<file path="config.mk">
export PLATFORM = sky130hd
export DESIGN_NAME = writeback_port_arbiter
export DESIGN_NICKNAME = d
export VERILOG_FILES = /design/src/rtl/writeback_port_arbiter.sv
export SDC_FILE = /design/constraint.sdc
export NUM_CORES = 1
export LEC_CHECK = 0
export ABC_AREA = 1
export BUFFER_PORTS_ARGS = -buffer_cell sky130_fd_sc_hd__buf_2
export CORE_AREA = 3 3 174 176
export DETAILED_ROUTE_END_ITERATION = 12
export DIE_AREA = 0 0 177 179
export GPL_ROUTABILITY_DRIVEN = 1
export PLACE_DENSITY = 0.47
export RECOVER_POWER = 25
export SYNTH_ARGS = -nofsm -noshare
export SYNTH_HDL_FRONTEND = slang
export SYNTH_SLANG_ARGS = --single-unit
</file>
<file path="constraint.sdc">
create_clock -name i_Clock -period 7.1 [get_ports i_Clock]
set_input_delay 0.71 -clock i_Clock [delete_from_list [all_inputs] [get_ports i_Clock]]
set_output_delay 0.71 -clock i_Clock [all_outputs]
set_load 0.01 [all_outputs]
</file>
<file path="src/rtl/writeback_port_arbiter.sv">
// Shares the register-file write port between pipeline writeback and a FIFO-buffered
// long-latency unit. Define WBARB_BYPASS_EN for same-cycle writes of long-unit results on an idle port.
module writeback_port_arbiter #(
  parameter int unsigned DEPTH        = 4,
  parameter int unsigned STARVE_LIMIT = 8
) (
  input  logic        i_Clock,
  input  logic        i_Reset_n,
  input  logic        i_WbRegWrite,
  input  logic [4:0]  i_WbRd,
  input  logic [31:0] i_WbValue,
  output logic        o_StallWb,
  input  logic        i_LuValid,
  input  logic [4:0]  i_LuRd,
  input  logic [31:0] i_LuValue,
  output logic        o_LuReady,
  input  logic        i_IssueValid,
  input  logic [4:0]  i_IssueRd,
  output logic [31:0] o_PendingMask,
  output logic        o_RegWrite,
  output logic [4:0]  o_Rd,
  output logic [31:0] o_Value
);

  localparam int unsigned AddrW = (DEPTH > 1) ? $clog2(DEPTH) : 1;
  localparam int unsigned PtrW  = AddrW + 1;
  localparam int unsigned CntW  = 8;

  logic [4:0]      rdMem  [DEPTH];
  logic [31:0]     valMem [DEPTH];
  logic [PtrW-1:0] wrPtr;
  logic [PtrW-1:0] rdPtr;
  logic [PtrW-1:0] count;
  logic [PtrW-1:0] countNext;
  logic            fullQ;
  logic            fifoEmpty;
  logic [4:0]      headRd;
  logic [31:0]     headValue;

  logic [CntW-1:0] starveCnt;
  logic [CntW-1:0] starveNext;
  logic            stallQ;
  logic            stallNext;
  logic [31:0]     pendingQ;
  logic [31:0]     pendingNext;

  logic            wbEff;
  logic            luAccept;
  logic            doPush;
  logic            doPop;
  logic            headLoses;
  logic            bypassHit;
  logic            regWriteC;
  logic [4:0]      rdC;
  logic [31:0]     valueC;

  assign count     = wrPtr - rdPtr;
  assign fifoEmpty = (count == '0);
  assign headRd    = rdMem[rdPtr[AddrW-1:0]];
  assign headValue = valMem[rdPtr[AddrW-1:0]];

  assign wbEff     = i_WbRegWrite && (i_WbRd != 5'd0);
  assign o_LuReady = i_Reset_n & ~fullQ;
  assign luAccept  = i_LuValid && o_LuReady;

`ifdef WBARB_BYPASS_EN
  // Idle port and empty FIFO: the long-unit result skips the buffer entirely.
  assign bypassHit = luAccept && (i_LuRd != 5'd0) && fifoEmpty && !wbEff;
`else
  assign bypassHit = 1'b0;
`endif

  assign doPush = luAccept && (i_LuRd != 5'd0) && !bypassHit;

  // Write-port arbitration; a stalled pipeline never writes.
  always_comb begin
    regWriteC = 1'b0;
    rdC       = i_WbRd;
    valueC    = i_WbValue;
    doPop     = 1'b0;
    headLoses = 1'b0;
    if (stallQ) begin
      doPop = !fifoEmpty;
    end else if (wbEff) begin
      regWriteC = 1'b1;
      headLoses = !fifoEmpty;
    end else begin
      doPop = !fifoEmpty;
    end
    if (doPop) begin
      regWriteC = 1'b1;
      rdC       = headRd;
      valueC    = headValue;
    end else if (bypassHit) begin
      regWriteC = 1'b1;
      rdC       = i_LuRd;
      valueC    = i_LuValue;
    end
  end

  assign countNext = count + PtrW'(doPush) - PtrW'(doPop);

  // Starvation tracking: stall latches once the head has lost too often, releases after drain.
  always_comb begin
    starveNext = starveCnt;
    if (doPop || fifoEmpty) begin
      starveNext = '0;
    end else if (headLoses && (starveCnt != '1)) begin
      starveNext = starveCnt + CntW'(1);
    end
    if (stallQ) begin
      stallNext = !fifoEmpty;
    end else begin
      stallNext = (starveNext >= CntW'(STARVE_LIMIT));
    end
  end

  // Pending scoreboard; a same-cycle issue to the retiring register keeps the bit set.
  always_comb begin
    pendingNext = pendingQ;
    if (doPop || bypassHit) begin
      pendingNext[rdC] = 1'b0;
    end
    if (i_IssueValid) begin
      pendingNext[i_IssueRd] = 1'b1;
    end
    pendingNext[0] = 1'b0;
  end

  always_ff @(posedge i_Clock or negedge i_Reset_n) begin
    if (!i_Reset_n) begin
      wrPtr     <= '0;
      rdPtr     <= '0;
      fullQ     <= 1'b0;
      starveCnt <= '0;
      stallQ    <= 1'b0;
      pendingQ  <= '0;
    end else begin
      if (doPush) begin
        wrPtr <= wrPtr + PtrW'(1);
      end
      if (doPop) begin
        rdPtr <= rdPtr + PtrW'(1);
      end
      fullQ     <= (countNext == PtrW'(DEPTH));
      starveCnt <= starveNext;
      stallQ    <= stallNext;
      pendingQ  <= pendingNext;
    end
  end

  always_ff @(posedge i_Clock) begin
    if (doPush) begin
      rdMem[wrPtr[AddrW-1:0]]  <= i_LuRd;
      valMem[wrPtr[AddrW-1:0]] <= i_LuValue;
    end
  end

  assign o_RegWrite    = regWriteC & i_Reset_n;
  assign o_Rd          = rdC;
  assign o_Value       = valueC;
  assign o_StallWb     = stallQ;
  assign o_PendingMask = pendingQ;

endmodule

</file>
**Yosys cells after proc, flatten, opt, wreduce, memory -nomap -nowiden**

Memory sizes are Yosys's and may differ from the RTL's.
Index checks and enable logic that the tools add are counted.
Widths: inputs -> output; s select.

- Output and inout port bits: 72
- Bits in registers: 47
- RAM bits: 148
- Bits of input ports: 84
- Memories: 2
- Word-level logic and storage cells: 58

Memories:

| name | words | width | rd ports | clocked after memory_dff | write ports | RTL line | text |
|---|---|---|---|---|---|---|---|
| valMem | 4 | 32 | 1 | 0 | 1 | 30 | `logic [31:0] valMem [DEPTH];` |
| rdMem | 4 | 5 | 1 | 0 | 1 | 29 | `logic [4:0] rdMem [DEPTH];` |

- Bitwise gates (word level): 6
- Reductions and logical operators: 11
- Add/sub/neg operators: 6
- Order comparisons: 5
- Muxes and demuxes: 20
- Equality and inequality tests: 2

Operators with widths:

| operator | number |
|---|---|
| $mux 32 | 3 |
| $and 32x32->32 | 1 |
| $not 32->32 | 1 |
| $or 32x32->32 | 1 |
| $mux 8 | 2 |
| $lt 5x6->1 const B | 2 |
| $mux 1 | 12 |
| $demux 1 s5 | 2 |
| $ge 5x1->1 const B | 2 |
| $reduce_bool 5->1 | 2 |
| $add 8x1->8 const B | 1 |
| $ge 8x4->1 const B | 1 |
| $ne 8x8->1 const B | 1 |
| $add 3x1->3 const B | 2 |
| $logic_and 1x1->1 | 6 |
| $mux 5 | 1 |
| $add 3x1->3 | 1 |
| $eq 3x3->1 const B | 1 |
| $logic_not 3->1 | 1 |
| $sub 3x1->3 | 1 |
| $sub 3x3->3 | 1 |
| $and 1x1->1 | 2 |
| $logic_not 1->1 | 1 |
| $logic_or 1x1->1 | 1 |
| $not 1->1 | 1 |

**Longest topological paths before layout**

Gate-level depths: netlist of run 1.

- Depth in word-level cells: 15
- Depth in mapped cells: 16
- Depth with buffers taken out: 15

**Worst setup path before layout of run 1**

Ideal clock, no wire load.

- Kind: in2reg
- Start: in i_Reset_n
- End: mem rdMem[3][0], enable pin
- Buffers on the path: 0
- Required time: 6.666 ns
- Path slack: 3.801 ns
- Library setup time: 0.434 ns
- Arrival time: 2.864 ns
- Cell stages on the path: 4
- Cells stage by stage: inv_1 nor2_1 nand3_1 nor2_1

- Cells in the longest elaborated chain, start to end: 5

RTL lines:

| item | RTL line | text |
|---|---|---|
| from (decl) | 8 | `input logic i_Reset_n,` |
| $and 1x1->1 | 63 | `assign o_LuReady = i_Reset_n & ~fullQ;` |
| named net o_LuReady | 16 | `output logic o_LuReady,` |
| $logic_and 1x1->1 | 64 | `assign luAccept = i_LuValid && o_LuReady;` |
| $logic_and 1x1->1 | 73 | `assign doPush = luAccept && (i_LuRd != 5'd0) && !bypassHit;` |
| $mux 1 | 153 | `if (doPush) begin` |
| $mux 1 (implied by the code) | 154 | `rdMem[wrPtr[AddrW-1:0]] <= i_LuRd;` |
| to (decl) | 29 |  |

The timed path passes the listed nets, and every way through them passes these cells.

**Worst setup path after layout of run 1**

- Start: reg rdPtr[1]
- End: out o_Value[27]

- Cells in the longest elaborated chain, start to end: 6
- Elaborated cells between the ends (all ways): 7
- Classes of those cells: 1 x add/sub; 3 x mux; 2 x reduce/logical; 1 x memory

RTL lines:

| item | RTL line | text |
|---|---|---|
| from (decl) | 32 | `logic [PtrW-1:0] rdPtr;` |
| from (signal assigned) | 143 | `rdPtr <= rdPtr + PtrW'(1);` |
| $sub 3x3->3 | 57 | `assign count = wrPtr - rdPtr;` |
| $logic_not 3->1 | 58 | `assign fifoEmpty = (count == '0);` |
| $logic_not 1->1 | 83, 88 |  |
| $mux 1 | 84 | `end else if (wbEff) begin` |
| $mux 1 | 82 | `if (stallQ) begin` |
| $mux 32 * | 90 | `if (doPop) begin` |
| to (decl) | 22 | `output logic [31:0] o_Value` |

Mark *: on every way between the ends. The rest lies on a longest branch, timed or not.

==> results of run 1 <==
metrics by stage:
step | area [sq um] | util | hold slack [ns]
floorplan | 8580 | - | 0.414
global placement | 9730 | 0.338 | 0.454
detailed placement | 9730 | 0.338 | 0.455
CTS | 10300 | 0.357 | 0.397
global route | 10200 | 0.356 | 0.435
finish | 10200 | 0.356 | 0.386
registers in the layout, indices dropped and copies added, names as in the netlist:
| name | flops |
|---|---|
| fullQ | 1 |
| o_PendingMask | 31 |
| o_StallWb | 1 |
| rdMem | 20 |
| rdPtr | 3 |
| starveCnt | 8 |
| valMem | 128 |
| wrPtr | 3 |
final cells by class:
type / instances / area [sq um] / share of cell area
well taps: 384 / 480 / 0.0469
multi-input cells: 547 / 2630 / 0.257
clock buffers: 17 / 425 / 0.0416
repair buffers: 163 / 800 / 0.0781
clock inverters: 13 / 125 / 0.0122
inverters: 42 / 158 / 0.0154
flip-flops and latches: 195 / 5620 / 0.549
layer usage:
metal | part of all wire | wire length [microns]
met1 | 0.47 | 10400
met2 | 0.47 | 10500
met3 | 0.043 | 964
met4 | 0.017 | 372
met5 | 0 | 0
path summary, 6_finish.rpt:
kind,start,to,slack [ns],depth (start not counted)
max in group asynchronous,i_Reset_n,rdPtr[0],6.26,2
worst max-delay path,rdPtr[1],o_Value[27],2.56,10
worst min-delay path,i_Reset_n,starveCnt[2],0.39,2
min in group i_Clock,o_PendingMask[18],o_PendingMask[18],0.47,2
worst min register to register,o_PendingMask[18],o_PendingMask[18],0.47,2
worst max register to register,rdPtr[1],fullQ,3.27,11
cells by family (layout without fill, tap and decap cells):
| group | Yosys count | after routing | share of synthesized area |
|---|---|---|---|
| xor gates and xnor gates | 5 | 5 | 0.00510 |
| adders and majority gates | 11 | 11 | 0.0178 |
| buffers and inverters | 80 | 235 | 0.0427 |
| DFF | 195 | 195 | 0.655 |
| other | 1 | 1 | 0.000437 |
| AOI/OAI and AO/OA | 111 | 111 | 0.0708 |
| and+or+nand+nor | 419 | 419 | 0.208 |
critical path, cell delays in order (launching register included):
cell     delay (ns)
dfrtp_2        0.96
fa_1           0.62
nand2_1        0.10
inv_1          0.06
nand3_4        0.16
nand2_8        0.10
inv_2          0.56
buf_4          0.43
nor2_1         0.08
a31oi_1        0.15
buf_2          0.15
power breakdown:
part	leakage, uW	switching [uW]	internal, uW
Sequential	0.00192	122	1430
Clock	0.000263	462	459
Combinational	0.00190	1230	579
cell usage in the layout (no fill, tap or decap), drive strengths merged:
cell / Yosys / layout
clkinv: 0 / 5
nand2: 161 / 161
buf: 30 / 132
o21a: 2 / 2
nand3: 25 / 25
dfrtp: 47 / 47
o22ai: 1 / 1
a21o: 1 / 1
fa: 2 / 2
a21oi: 4 / 4
inv: 42 / 47
a31oi: 32 / 32
ha: 9 / 9
or2: 1 / 1
nand4: 36 / 36
nand3b: 1 / 1
edfxtp: 148 / 148
conb: 1 / 1
o21ai: 71 / 71
clkinvlp: 0 / 3
nor2: 184 / 184
xor2: 5 / 5
clkbuf: 8 / 48
nor3: 11 / 11
==> results.yml, run 1 <==
placement:
  dp_hpwl_microns: 13800
  dp.cells: 1331
  port-buffer-count: 154
  dp_worst_setup_slack_ns: 2.93
  place_congestion: 0.766
synthesis:
  synthTopCellsByArea: "edfxtp_1, dfrtp_1, nor2_1"
  synthArstFlopShare: 0.241
  synth_most_common_cell: "nor2_1"
  yosys.area.top_type: "edfxtp_1"
  synth_warnings: 0
  seq_area_frac_synth: 0.655
  ys_ff_latch: 195
  yosysTopAreaCellShare: 0.518
  yosysUniqueCellTypes: 33
  syn-num-nets: 917
  avgSynthCellArea_sq_um: 10.4
  netlist_area_sq_um: 8580
  synth_edf_count: 148
  synth_ff_type: "edfxtp_1"
  synth_common_cells: "nor2_1, nand2_1, edfxtp_1, o21ai_0, dfrtp_1"
  synthCells: 822
sta:
  max_slew_margin: 0.368
  fin_skew_ns: 0.0148
  setup_ws_ns: 2.56
  drv_slew: 0
  hold_viol: 0
  setup_tns_ns: 0
  setup_viol: 0
  max_freq_mhz: 220
  tightest_slew_ns: 0.941
  min_period_over_period: 0.640
  rsz0062_at_grt: "false"
  period_needed_ns: 4.54
detailed_routing:
  drt_pass1_iterations: 5
  routed_wl_microns: 22200
  vias_per_cell: 4.54
  antenna_left: 0
  first_iter_violations: 379
  post_drt_wl_per_cell_microns: 16.3
  vias: 6176
  drcViolationCount: 0
clock_network:
  cts_buffers: 17
  clk_pin_slew_ns: 0.07
  cts_sinks: 195
  cts_tree: "yes"
  root_buffer: "clkbuf_16"
  cts_max_level: 4
  cts_buffer_depth: 2
  cts_setup_buffers: 0
  post_cts_resize_count: 0
  clock_latency_ns: 0.44
  hold_buffers: 0
worst_setup_path:
  cp.arrival_ns: 3.83
  crit_required_ns: 6.39
  critPathMaxFanout: 40
  crit_type: "flip-flop to output port"
  crit_path_end_kind: "output port"
  worstSetupStartpointType: "flip-flop"
worst_hold_path:
  hp-class: "primary input to async pin"
layout:
  areaGrowthSynthToFinish_pct: 19.3
  nets: 1061
  n_antenna_cell: 0
  nFillCells: 2912
  drive_gt1_frac: 0.194
  stdcell_count: 1361
global_routing:
  globalRouteMet2Util: 0.227
  use_met3: 0.0290
  groute.usage.overall: 0.140
  grt_pass1_wl_microns: 33900
  grt_overflow: 0
  grt_pass1_vias: 6042
  busiest_layer: "met2"
  use_met1: 0.189
  grt_max_degree: 77
  antenna_found_initial: 0
floorplanning:
  rows: 62
  die_area_sq_um: 31700
  die_w_microns: 177
  core_sq_um: 28800
  dieHeight_microns: 179
  initial_core_util: 0.298
  io_pins: 156
power_and_ir_drop:
  peakVddDrop_v: 0.000172
  total_power_uw: 4280
  power.density_nw_per_um2: 418
  power_leakage_uw: 0.00409
run:
  maxCapViolCount: 0
outcome:
  status: "complete, no violations"
(Power assumes the default switching activity.)
==> run 2, diff against run 1 <==
==> constraint.sdc (replaced) <==
create_clock -name i_Clock -period 4.7 [get_ports i_Clock]
set_input_delay 0.47 -clock i_Clock [delete_from_list [all_inputs] [get_ports i_Clock]]
set_output_delay 0.47 -clock i_Clock [all_outputs]
set_load 0.01 [all_outputs]
==> results.yml, run 2 (synthesis results as in run 1) <==
global_routing:
  grt_max_degree: 77
  grt_pass1_vias: 6254
  grt_overflow: 0
  grt_pass1_wl_microns: 34700
  groute.usage.overall: 0.142
  antenna_found_initial: 0
worst_setup_path:
  worstSetupStartpointType: "flip-flop"
  r2r_slack_ns: 1.34
  crit_path_top_delay_cell: "fa_1"
  crit_type: "flip-flop to output port"
  worstPathBufferInverterCount: 5
  critPathTopFamily: "buffers and inverters"
  crit_path_end_kind: "output port"
  worstPathCellList: "inv_1 > ha_1 > fa_1 > nand2_1 > inv_1 > nand3_4 > nand2_8 > inv_2 > buf_12 > nor2_1 > a31oi_1 > buf_2"
  crit_required_ns: 4.23
  crit_path_frequent_cell: "inv_1"
  slowest_delay_ns: 0.51
  critPathMaxFanout: 64
  cp.arrival_ns: 3.07
placement:
  dp_hpwl_microns: 14200
  place_congestion: 0.756
  postPlaceCellArea_sq_um: 9760
  port-buffer-count: 154
power_and_ir_drop:
  power.density_nw_per_um2: 634
  seq_power_share: 0.350
  p_int_uw: 3770
  p_switching_uw: 2760
  peakVddDrop_v: 0.000264
  sw_frac_of_total: 0.423
  combPwrFrac: 0.432
  power_leakage_uw: 0.00412
  power.share.clock: 0.218
layout:
  fin_area_sq_um: 10300
  nets: 1064
  layout_commonest_cell: "nor2_1"
  layout_common_cells: "nor2_1, nand2_1, edfxtp_1"
  largest_reg_flops: 128
  areaGrowthSynthToFinish_pct: 19.9
  drive_gt1_frac: 0.198
  nFillCells: 2927
  n_antenna_cell: 0
detailed_routing:
  vias: 6207
  first_iter_violations: 331
  routed_wl_microns: 22500
  vias_per_cell: 4.54
  post_drt_wl_per_cell_microns: 16.5
  drcViolationCount: 0
  antenna_left: 0
  drt_pass1_iterations: 4
clock_network:
  cts_buffers: 17
  cts_tree: "yes"
  cts_buffer_depth: 2
  clock_latency_ns: 0.44
  root_buffer: "clkbuf_16"
  clk_pin_slew_ns: 0.09
  post_cts_resize_count: 0
  hold_buffers: 0
  cts_sinks: 195
  cts_max_level: 4
  cts_setup_buffers: 0
floorplanning:
  rows: 62
  dieHeight_microns: 179
  die_w_microns: 177
  io_pins: 156
  core_sq_um: 28800
  initial_core_util: 0.298
  die_area_sq_um: 31700
outcome:
  status: "complete, no violations"
sta:
  fin_skew_ns: 0.0162
  setup_viol: 0
  period_needed_ns: 3.54
  rsz0062_at_grt: "false"
  max_slew_margin: 0.384
  min_period_over_period: 0.752
  max_freq_mhz: 283
  hold_viol: 0
  tightest_slew_ns: 0.918
  drv_slew: 0
  setup_tns_ns: 0
worst_hold_path:
  hp-class: "primary input to async pin"
run:
  maxCapViolCount: 0
run 2: per-stage QoR:
stage / util / std cells / setup slack [ns] / total power, uW / hold slack [ns]
after floorplan: - / 822 / 1.64 / 4230 / 0.174
after CTS: 0.359 / 1366 / 1.12 / 6630 / 0.178
after global routing: 0.358 / 1366 / 0.890 / 7050 / 0.208
after global placement: 0.339 / 1334 / 1.41 / 5210 / 0.455
after detailed placement: 0.339 / 1334 / 1.39 / 5200 / 0.454
final: 0.358 / 1366 / 1.16 / 6530 / 0.160
run 2: power by group through the flow:
| stage | sequential [uW] | combinational [uW] | clock (uW) |
|---|---|---|---|
| after floorplan | 2380 | 1850 | 0 |
| after global placement | 2320 | 2890 | 0 |
| after detailed placement | 2320 | 2880 | 0 |
| after CTS | 2290 | 2890 | 1460 |
| after global routing | 2320 | 3200 | 1530 |
| final | 2280 | 2820 | 1420 |
run 2: routing by layer:
metal	GRT usage	routed length, microns
met5	0	0
met4	0.0337	260
met3	0.0322	1010
met2	0.241	10800
met1	0.185	10400
run 2: final cells by class:
| class | count | area [sq um] | share of cell area |
|---|---|---|---|
| Clock buffer | 18 | 429 | 0.0417 |
| Clock inverter | 14 | 144 | 0.0140 |
| Inverter | 42 | 158 | 0.0153 |
| Multi-Input combinational cell | 547 | 2630 | 0.255 |
| Sequential cell | 195 | 5620 | 0.546 |
| Tap cell | 384 | 480 | 0.0467 |
| Timing Repair Buffer | 166 | 835 | 0.0811 |
run 2: final timing paths:
path	startpoint	endpoint	cells past startpoint
worst min-delay path	i_Reset_n	o_PendingMask[21]	2
max in group asynchronous	i_Reset_n	rdPtr[0]	2
worst max-delay path	wrPtr[0]	o_Value[1]	12
min in group i_Clock	i_LuValue[3]	valMem[3][3]	1
worst max register to register	wrPtr[0]	fullQ	16
worst min register to register	o_PendingMask[24]	o_PendingMask[24]	2
